$ cat config.mk
export PLATFORM = sky130hd
export DESIGN_NAME = tpu_loader
export DESIGN_NICKNAME = d
export VERILOG_FILES = /design/src/rtl/tpu_loader.sv
export SDC_FILE = /design/constraint.sdc
export NUM_CORES = 1
export LEC_CHECK = 0
export ABC_AREA = 0
export BUFFER_PORTS_ARGS = -buffer_cell sky130_fd_sc_hd__buf_2
export CORE_MARGIN = 2
export CORE_UTILIZATION = 52
export CTS_BUF_LIST = sky130_fd_sc_hd__clkbuf_16
export CTS_CLUSTER_DIAMETER = 120
export DETAILED_ROUTE_END_ITERATION = 6
export HOLD_SLACK_MARGIN = 0.02
export PLACE_DENSITY = 0.76
export SLEW_MARGIN = 30
export SYNTH_ARGS = -nofsm -noshare
export SYNTH_HDL_FRONTEND = slang
export SYNTH_SLANG_ARGS = --single-unit
$ cat constraint.sdc
create_clock -name clk -period 2.9 [get_ports clk]
set_input_delay 0.145 -clock clk [delete_from_list [all_inputs] [get_ports clk]]
set_output_delay 0.145 -clock clk [all_outputs]
set_load 0.1 [all_outputs]
$ cat src/rtl/tpu_loader.sv
// tpu_loader: streams a 4x4 A and a 4x4 W operand matrix (8-bit elements) into a
// systolic array, starts it, waits for completion, then reads out the 16 P
// elements as a valid/ready byte stream.
//
// Ports
//   clk, rst             : rising-edge clock, synchronous active-high reset
//   s_valid/s_ready/s_data : operand byte stream (A[0..15] then W[0..15], row-major)
//   m_valid/m_ready/m_data : result byte stream (P[0..15], row-major)
//   tpu_data_in, tpu_wr_addr, tpu_rd_addr, tpu_mem_acc, tpu_start : array controls
//   tpu_busy, tpu_data_out : array status and read data (read latency 1)
//   active               : high whenever a job is in progress
//   done                 : one-cycle pulse after the last P byte is accepted
module tpu_loader (
  input  logic       clk,
  input  logic       rst,
  input  logic       s_valid,
  input  logic [7:0] s_data,
  output logic       s_ready,
  output logic       m_valid,
  output logic [7:0] m_data,
  input  logic       m_ready,
  output logic [7:0] tpu_data_in,
  output logic [3:0] tpu_wr_addr,
  output logic [3:0] tpu_rd_addr,
  output logic [1:0] tpu_mem_acc,
  output logic       tpu_start,
  input  logic       tpu_busy,
  input  logic [7:0] tpu_data_out,
  output logic       active,
  output logic       done
);

  localparam logic [1:0] AccIdle = 2'b00;
  localparam logic [1:0] AccWrA  = 2'b01;
  localparam logic [1:0] AccWrW  = 2'b10;
  localparam logic [1:0] AccRdP  = 2'b11;

  typedef enum logic [3:0] {
    StIdle,
    StLoadA,
    StLoadW,
    StStart,
    StWaitHi,
    StWaitLo,
    StRdAddr,
    StRdCap,
    StSend
  } state_e;

  state_e     r_state;
  logic [3:0] r_idx;
  logic [2:0] r_guard;
  logic       r_s_ready;
  logic       r_m_valid;
  logic [7:0] r_m_data;
  logic [7:0] r_tpu_data_in;
  logic [3:0] r_wr_addr;
  logic [3:0] r_rd_addr;
  logic [1:0] r_mem_acc;
  logic       r_start;
  logic       r_active;
  logic       r_done;

  logic w_hs;

  // s_ready is only ever high in IDLE/LOAD_A/LOAD_W, so this is the operand handshake.
  assign w_hs = s_valid & r_s_ready;

  always_ff @(posedge clk) begin
    if (rst) begin
      r_state       <= StIdle;
      r_idx         <= 4'd0;
      r_guard       <= 3'd0;
      r_s_ready     <= 1'b1;
      r_m_valid     <= 1'b0;
      r_m_data      <= 8'd0;
      r_tpu_data_in <= 8'd0;
      r_wr_addr     <= 4'd0;
      r_rd_addr     <= 4'd0;
      r_mem_acc     <= AccIdle;
      r_start       <= 1'b0;
      r_active      <= 1'b0;
      r_done        <= 1'b0;
    end else begin
      // Single-cycle strobes default low each cycle.
      r_mem_acc <= AccIdle;
      r_start   <= 1'b0;
      r_done    <= 1'b0;

      unique case (r_state)
        StIdle, StLoadA, StLoadW: begin
          if (w_hs) begin
            r_tpu_data_in <= s_data;
            r_wr_addr     <= r_idx;
            r_idx         <= r_idx + 4'd1;
            r_mem_acc     <= (r_state == StLoadW) ? AccWrW : AccWrA;
            if (r_state == StIdle) begin
              r_state  <= StLoadA;
              r_active <= 1'b1;
            end else if (r_idx == 4'd15) begin
              if (r_state == StLoadA) begin
                r_state <= StLoadW;
              end else begin
                r_state   <= StStart;
                r_s_ready <= 1'b0;
              end
            end
          end
        end

        StStart: begin
          r_start <= 1'b1;
          r_guard <= 3'd0;
          r_state <= StWaitHi;
        end

        // The guard lets a job finish even if the array never raises busy.
        StWaitHi: begin
          if (tpu_busy || (r_guard == 3'd7)) begin
            r_guard <= 3'd0;
            r_state <= StWaitLo;
          end else begin
            r_guard <= r_guard + 3'd1;
          end
        end

        // The read strobe is registered on entry so it is visible during RD_ADDR itself.
        StWaitLo: begin
          if (!tpu_busy) begin
            r_idx     <= 4'd0;
            r_rd_addr <= 4'd0;
            r_mem_acc <= AccRdP;
            r_state   <= StRdAddr;
          end
        end

        StRdAddr: begin
          r_state <= StRdCap;
        end

        // Read data arrives one cycle after the address cycle; capturing it on entry
        // to SEND keeps m_valid high for every cycle spent in SEND.
        StRdCap: begin
          r_m_data  <= tpu_data_out;
          r_m_valid <= 1'b1;
          r_state   <= StSend;
        end

        StSend: begin
          if (m_ready) begin
            r_m_valid <= 1'b0;
            r_idx     <= r_idx + 4'd1;
            if (r_idx == 4'd15) begin
              r_state   <= StIdle;
              r_done    <= 1'b1;
              r_s_ready <= 1'b1;
              r_active  <= 1'b0;
            end else begin
              r_rd_addr <= r_idx + 4'd1;
              r_mem_acc <= AccRdP;
              r_state   <= StRdAddr;
            end
          end
        end

        default: begin
          r_state <= StIdle;
        end
      endcase
    end
  end

  assign s_ready     = r_s_ready;
  assign m_valid     = r_m_valid;
  assign m_data      = r_m_data;
  assign tpu_data_in = r_tpu_data_in;
  assign tpu_wr_addr = r_wr_addr;
  assign tpu_rd_addr = r_rd_addr;
  assign tpu_mem_acc = r_mem_acc;
  assign tpu_start   = r_start;
  assign active      = r_active;
  assign done        = r_done;

endmodule

==> out/qor.yml, run 1 <==
critical_path:
  cp-start-kind: "register"
  endpoint: "r_state[0]"
  reg2reg_depth: 4
  r2r_end: "r_state[0]"
  rrSetupSlack_ps: 660
  crit_chain: "or4b_4, a21oi_4, nor3_4, mux2_4"
  crit_slowest_cell: "dfxtp_1"
  critPathLaunch: "r_state[3]"
  cp.arrival_ps: 2410
  slowest_delay_ps: 770
  critical_path_required_ps: 3070
  r2r_start: "r_state[3]"
  crit_type: "register to register"
  end_kind: "register"
  path_max_fanout: 20
synthesis:
  synth_ff_type: "dfxtp_1"
  yosysMostFrequentCell: "nand2_1"
  yosys_warnings: 0
  ys_ff_latch: 42
  syn_nets: 249
  syn_area_per_cell_sq_um: 8.681
  async_flop_share_pct: 0
  synthCells: 225
  synthDistinctLibCells: 55
  seq_area_frac_synth_pct: 43.05
  synth_top_area_share_pct: 43.05
  synth_commonest_cells: "nand2_1 (46), dfxtp_1 (42), a21oi_1 (27), nor2_1 (14), clkbuf_1 (8)"
  yosysTopAreaCell: "dfxtp_1"
  synth_edf_count: 0
  synth_area_sq_um: 1953
  synthTopCellsByArea: "dfxtp_1 (43%), nand2_1 (8.8%), a21oi_1 (6.9%)"
clock_tree:
  postCtsHoldBufs: 0
  worstSkewPairLatency_ps: 280
  cts_resized: 0
  cts_made_buffers: 5
  clk_pin_slew_ps: 60
  root_buffer: "clkbuf_16"
  cts_tree: "built"
  cts_setup_buffers: 0
  cts.sinks: 42
  htree_levels: 2
  cts_buffer_depth: 2
cells_and_area:
  n_antenna_cell: 0
  final_util_pct: 65.22
  nNetsFinal: 294
  area_growth_pct: 21.33
  final_cell_area_sq_um: 2370
  drive_above_1_share_pct: 27.68
sta:
  fmax_ghz: 0.4473
  period_needed_ps: 2236
  skew_ps: 4.357
  hold_viol_final: 0
  slew_headroom_pct: 43.87
  setup_viol: 0
  slew_violations: 0
  fin_crit_sh_pct: 77.10
  rsz0062_at_grt: "no"
  tns_ps: 0
  fin_ws_ps: 664.2
  worstMarginPinSlew_ps: 838.8
placed_design:
  port-buffer-count: 51
  place.gp.congestion: 0.8894
  placed_area_sq_um: 2201
  dp_worst_setup_slack_ps: 683.1
  place_hpwl_um: 2947
outcome:
  outcome: "finished, final reports clean"
grt:
  grt_usage_pct: 21.67
  grt_pass1_vias: 1496
  antenna_found_initial: 0
  grt_max_degree: 40
  grt.overflow.total: 0
  grt_pass1_wl_um: 7189
pwr:
  p_leak_nw: 0.9719
  p_per_area_nw_per_um2: 663.6
  ir_worst_vdd_mv: 0.2601
drt:
  wl_per_cell_um: 13.69
  dr.pass1.iters: 4
  drt-total-wl_um: 4367
  viasPerCell: 5.464
  drc: 0
  drt_iter0_drc: 48
  via_count: 1743
  final_antenna_net_count: 0
floorplan:
  num_io_pins: 52
  fp.dieW_um: 65.29
  start_util_pct: 53.75
  rows: 22
  die-height_um: 65.29
  die_area_sq_um: 4262
  design.core.area_sq_um: 3633
run:
  cap_violations: 0
hold_path:
  hold_path_class: "input port to register"
how the worst min path moves through the flow:
stage / startpoint / end / depth (start not counted)
2_1_floorplan: m_ready / m_valid / 1
3_3_place_gp: s_data[5] / tpu_data_in[5] / 3
3_5_place_dp: s_data[2] / tpu_data_in[2] / 3
4_1_cts: s_data[2] / tpu_data_in[2] / 3
5_1_grt: s_data[2] / tpu_data_in[2] / 3
6_report: tpu_data_out[0] / m_data[0] / 3
layout make-up:
type	count	area, sq um
Clock buffer	5	125.1
Clock inverter	3	43.79
Fill cell	316	1264
Inverter	6	22.52
Multi-Input combinational cell	162	1007
Sequential cell	42	840.8
Tap cell	48	60.06
Timing Repair Buffer	53	270.3
kinds of logic after synthesis:
group	synth area share, %
simple gates	26.27
compound gates	21.21
flops	43.05
buf+inv	5.381
fa+ha+maj	1.922
xor+xnor	0.8970
mux	1.281
sequential cells by signal, summed over array words and instances, names as in the netlist:
register,count
m_data,8
tpu_data_in,8
r_idx,4
r_state,4
tpu_rd_addr,4
tpu_wr_addr,4
r_guard,3
tpu_mem_acc,2
active,1
done,1
m_valid,1
s_ready,1
tpu_start,1
routing by layer:
metal | routed length [um] | GRT usage, % | vias to the layer above
li1 | - | - | 881
met1 | 2018 | 28.35 | 795
met2 | 1988 | 34.18 | 59
met3 | 296 | 5.993 | 8
met4 | 63 | 8.073 | 0
met5 | 0 | 0 | -
report_power, final:
group          internal [mW]  switching, mW  total (mW)
clock network          0.407          0.223       0.630
logic                 0.0922          0.204       0.296
registers              0.603         0.0438       0.647
total                   1.10          0.470        1.57
worst max-delay path: cells and delay by family (launching register included):
kind,cells,cell delay (ps)
flip-flops,1,770
AND/OR/NAND/NOR,2,660
multiplexers,1,300
AO/OA/AOI/OAI,1,390
stage by stage:
step	instances	hold slack [ps]	total power, mW
6_report	319	96.04	1.573
5_1_grt	319	97.25	1.641
4_1_cts	319	93.38	1.581
3_5_place_dp	311	392.6	0.9506
3_3_place_gp	311	385.4	0.9467
2_1_floorplan	225	241.0	0.9031
layout by cell type, fill, tap and decap left out, drive strengths merged, types with 2 or more instances in the layout:
cell    synthesis  layout
o21ai           5       5
nor3            4       4
nor2           14      14
a211oi          4       4
a21o            2       2
nand3           5       5
nand2b          4       4
o21a            5       5
or4             4       4
o22ai           2       2
nor4b           2       2
or3b            2       2
dfxtp          42      42
o32ai           4       4
nor4bb          2       2
nand2          46      46
a21oi          28      28
nor4            4       4
a22oi           2       2
inv             6       7
buf             7      53
or2             2       2
ha              3       3
clkbuf          8       5
No activity file was read; power rests on OpenSTA's default activity.
==> run 2: changes to the inputs <==
==> constraint.sdc (replaced) <==
create_clock -name clk -period 2.1 [get_ports clk]
set_input_delay 0.105 -clock clk [delete_from_list [all_inputs] [get_ports clk]]
set_output_delay 0.105 -clock clk [all_outputs]
set_load 0.1 [all_outputs]
==> run 2 against run 1 <==
Utilization is 0.93 points higher. Non-clock buffer count is 8 higher. Clock power grew 17%. Sequential power increased by 35%. Via count grew 4.3%. Critical path depth is the same. Power is 31% higher. Hold slack lost 39 ps. Register-to-register slack worse by 500 ps. Critical path type unchanged. Critical endpoint is now r_idx[2].
==> out/qor.yml, run 2 (synthesis gave the netlist of run 1 again) <==
critical_path:
  crit_chain: "a211o_1, o22ai_1, or4_1, a21oi_1"
  path_max_fanout: 16  # -20%
  crit_cells: 4  # unchanged
  crit_type: "register to register"
  critical_path_required_ps: 2310  # -760 ps
  crit_slowest_cell: "dfxtp_1"
  cp_top_family: "flip-flops"
  crit_buf_inv: 0  # unchanged
  r2r_start: "r_state[1]"
  rrSetupSlack_ps: 170  # -500 ps
  r2r_end: "r_idx[2]"
  slowest_delay_ps: 680  # -90 ps
  reg2reg_depth: 4  # unchanged
  cp-start-kind: "register"
  cp.arrival_ps: 2140  # -270 ps
  end_kind: "register"
grt:
  grt_use_met2_pct: 40.82  # +6.6 points
  grt_max_degree: 39  # -2.5%
  antenna_found_initial: 0  # unchanged
  grt_util_met1_pct: 29.06  # +0.71 points
  grt_use_met3_pct: 6.678  # +0.68 points
  grt.overflow.total: 0  # unchanged
  grt_pass1_vias: 1668  # +11%
  grt-busiest-layer: "met2"
  grt_pass1_wl_um: 7928  # +10%
  grt_usage_pct: 23.90  # +2.2 points
floorplan:
  die_area_sq_um: 4262  # unchanged
  fp.dieW_um: 65.29  # unchanged
  num_io_pins: 52  # unchanged
  start_util_pct: 53.75  # unchanged
  die-height_um: 65.29  # unchanged
  rows: 22  # unchanged
  design.core.area_sq_um: 3633  # unchanged
pwr:
  p_per_area_nw_per_um2: 858.4  # +29%
  fin_total_pwr_mw: 2.063  # +31%
  ir_worst_vdd_mv: 0.5406  # +110%
  p_leak_nw: 0.9965  # +2.5%
placed_design:
  port-buffer-count: 51  # unchanged
  place.gp.congestion: 0.9045  # +1.7%
  dp_worst_setup_slack_ps: 203.1  # -480.0 ps
  place_hpwl_um: 3185  # +8.1%
sta:
  fin_ws_ps: 167.8  # -496.3 ps
  period_needed_ps: 1932  # -303.7 ps
  fmax_ghz: 0.5176  # +16%
  setup_viol: 0  # unchanged
  tns_ps: 0  # unchanged
  hold_viol_final: 0  # unchanged
  fin_crit_sh_pct: 92.01  # +15 points
  skew_ps: 4.523  # +0.1664 ps
  slew_headroom_pct: 61.66  # +18 points
  rsz0062_at_grt: "no"
  slew_violations: 0  # unchanged
  worstMarginPinSlew_ps: 574.4  # -264.4 ps
run:
  cap_violations: 0  # unchanged
clock_tree:
  worstSkewPairLatency_ps: 280  # about the same
  cts_tree: "built"
  cts_buffer_depth: 2  # unchanged
  clk_pin_slew_ps: 60  # about the same
  cts_made_buffers: 5  # unchanged
  cts.sinks: 42  # unchanged
  htree_levels: 2  # unchanged
  postCtsHoldBufs: 0  # unchanged
  cts_setup_buffers: 0  # unchanged
  cts_resized: 0  # unchanged
  root_buffer: "clkbuf_16"
drt:
  wl_per_cell_um: 14.53  # +6.2%
  via_count: 1818  # +4.3%
  dr.pass1.iters: 4  # unchanged
  viasPerCell: 5.560  # +1.8%
  final_antenna_net_count: 0  # unchanged
  drc: 0  # unchanged
  drt-total-wl_um: 4752  # +8.8%
  drt_iter0_drc: 122  # +150%
cells_and_area:
  multi_input_area_sq_um: 1007  # unchanged
  regArea_sq_um: 842.1  # +0.15%
  fill_cells: 320  # +1.3%
  final_cell_mix: "buf_2 (51), nand2_1 (46), dfxtp_1 (41), a21oi_1 (27), nor2_1 (14)"
  n_antenna_cell: 0  # unchanged
  nNetsFinal: 302  # +2.7%
  area_growth_pct: 23.06
  final_common_cell: "buf_2"
  drive_above_1_share_pct: 29.75  # +2.1 points
outcome:
  outcome: "finished, final reports clean"
hold_path:
  min_to: "tpu_data_in[7]"
  hold_path_class: "input port to register"
  whs_path_depth: 3  # unchanged
  min_from: "s_data[7]"
[run 2: cell count changes in the layout (fill, tap and decap cells not counted), sizes merged]
cell and delta:
clkinv +1, clkinvlp +1, bufinv -1, buf +8
inv -1
[run 2: report_power, final]
group          switching, mW  internal [mW]  total, mW
registers             0.0413          0.833      0.875
clock network          0.306          0.433      0.739
logic                  0.310          0.139      0.450
[run 2: metal layers]
metal | wire length, um | vias up | part of all wire (%)
li1 | - | 893 | -
met1 | 2044 | 846 | 43
met2 | 2301 | 71 | 48
met3 | 340 | 8 | 7.2
met4 | 65 | 0 | 1.4
met5 | 0 | - | 0
[run 2: metrics by stage]
| stage | utilization (%) | instance area, sq um | hold slack [ps] | cells |
|---|---|---|---|---|
| global route | 66.15 | 2404 | 65.80 | 327 |
| CTS | 66.15 | 2404 | 57.37 | 327 |
| finish | 66.15 | 2404 | 56.57 | 327 |
| global placement | 62.26 | 2262 | 346.1 | 319 |
| floorplan | - | 1954 | 201.1 | 225 |
| detailed placement | 62.26 | 2262 | 353.3 | 319 |
[run 2: area by class of cell]
type	count	share of cell area, %
tap	48	2.499
clock inverter	3	0.6767
sequential	42	35.03
inverter	6	0.9370
timing repair buffer	61	13.74
clock buffer	5	5.206
multi-input combinational	162	41.91
[run 2: worst max path at each step]
stage | startpoint | to | slack [ps]
floorplan | s_ready | r_idx[3] | 330
global placement | r_state[1] | r_state[0] | 260
detailed placement | r_state[1] | r_state[0] | 200
CTS | r_state[1] | r_state[0] | 190
global route | r_state[1] | r_idx[2] | 10
finish | r_state[1] | r_idx[2] | 170
[run 2: worst min-delay path: stages]
cell     delay, ps
buf_2           90
nand2_1         40
a21oi_1         50
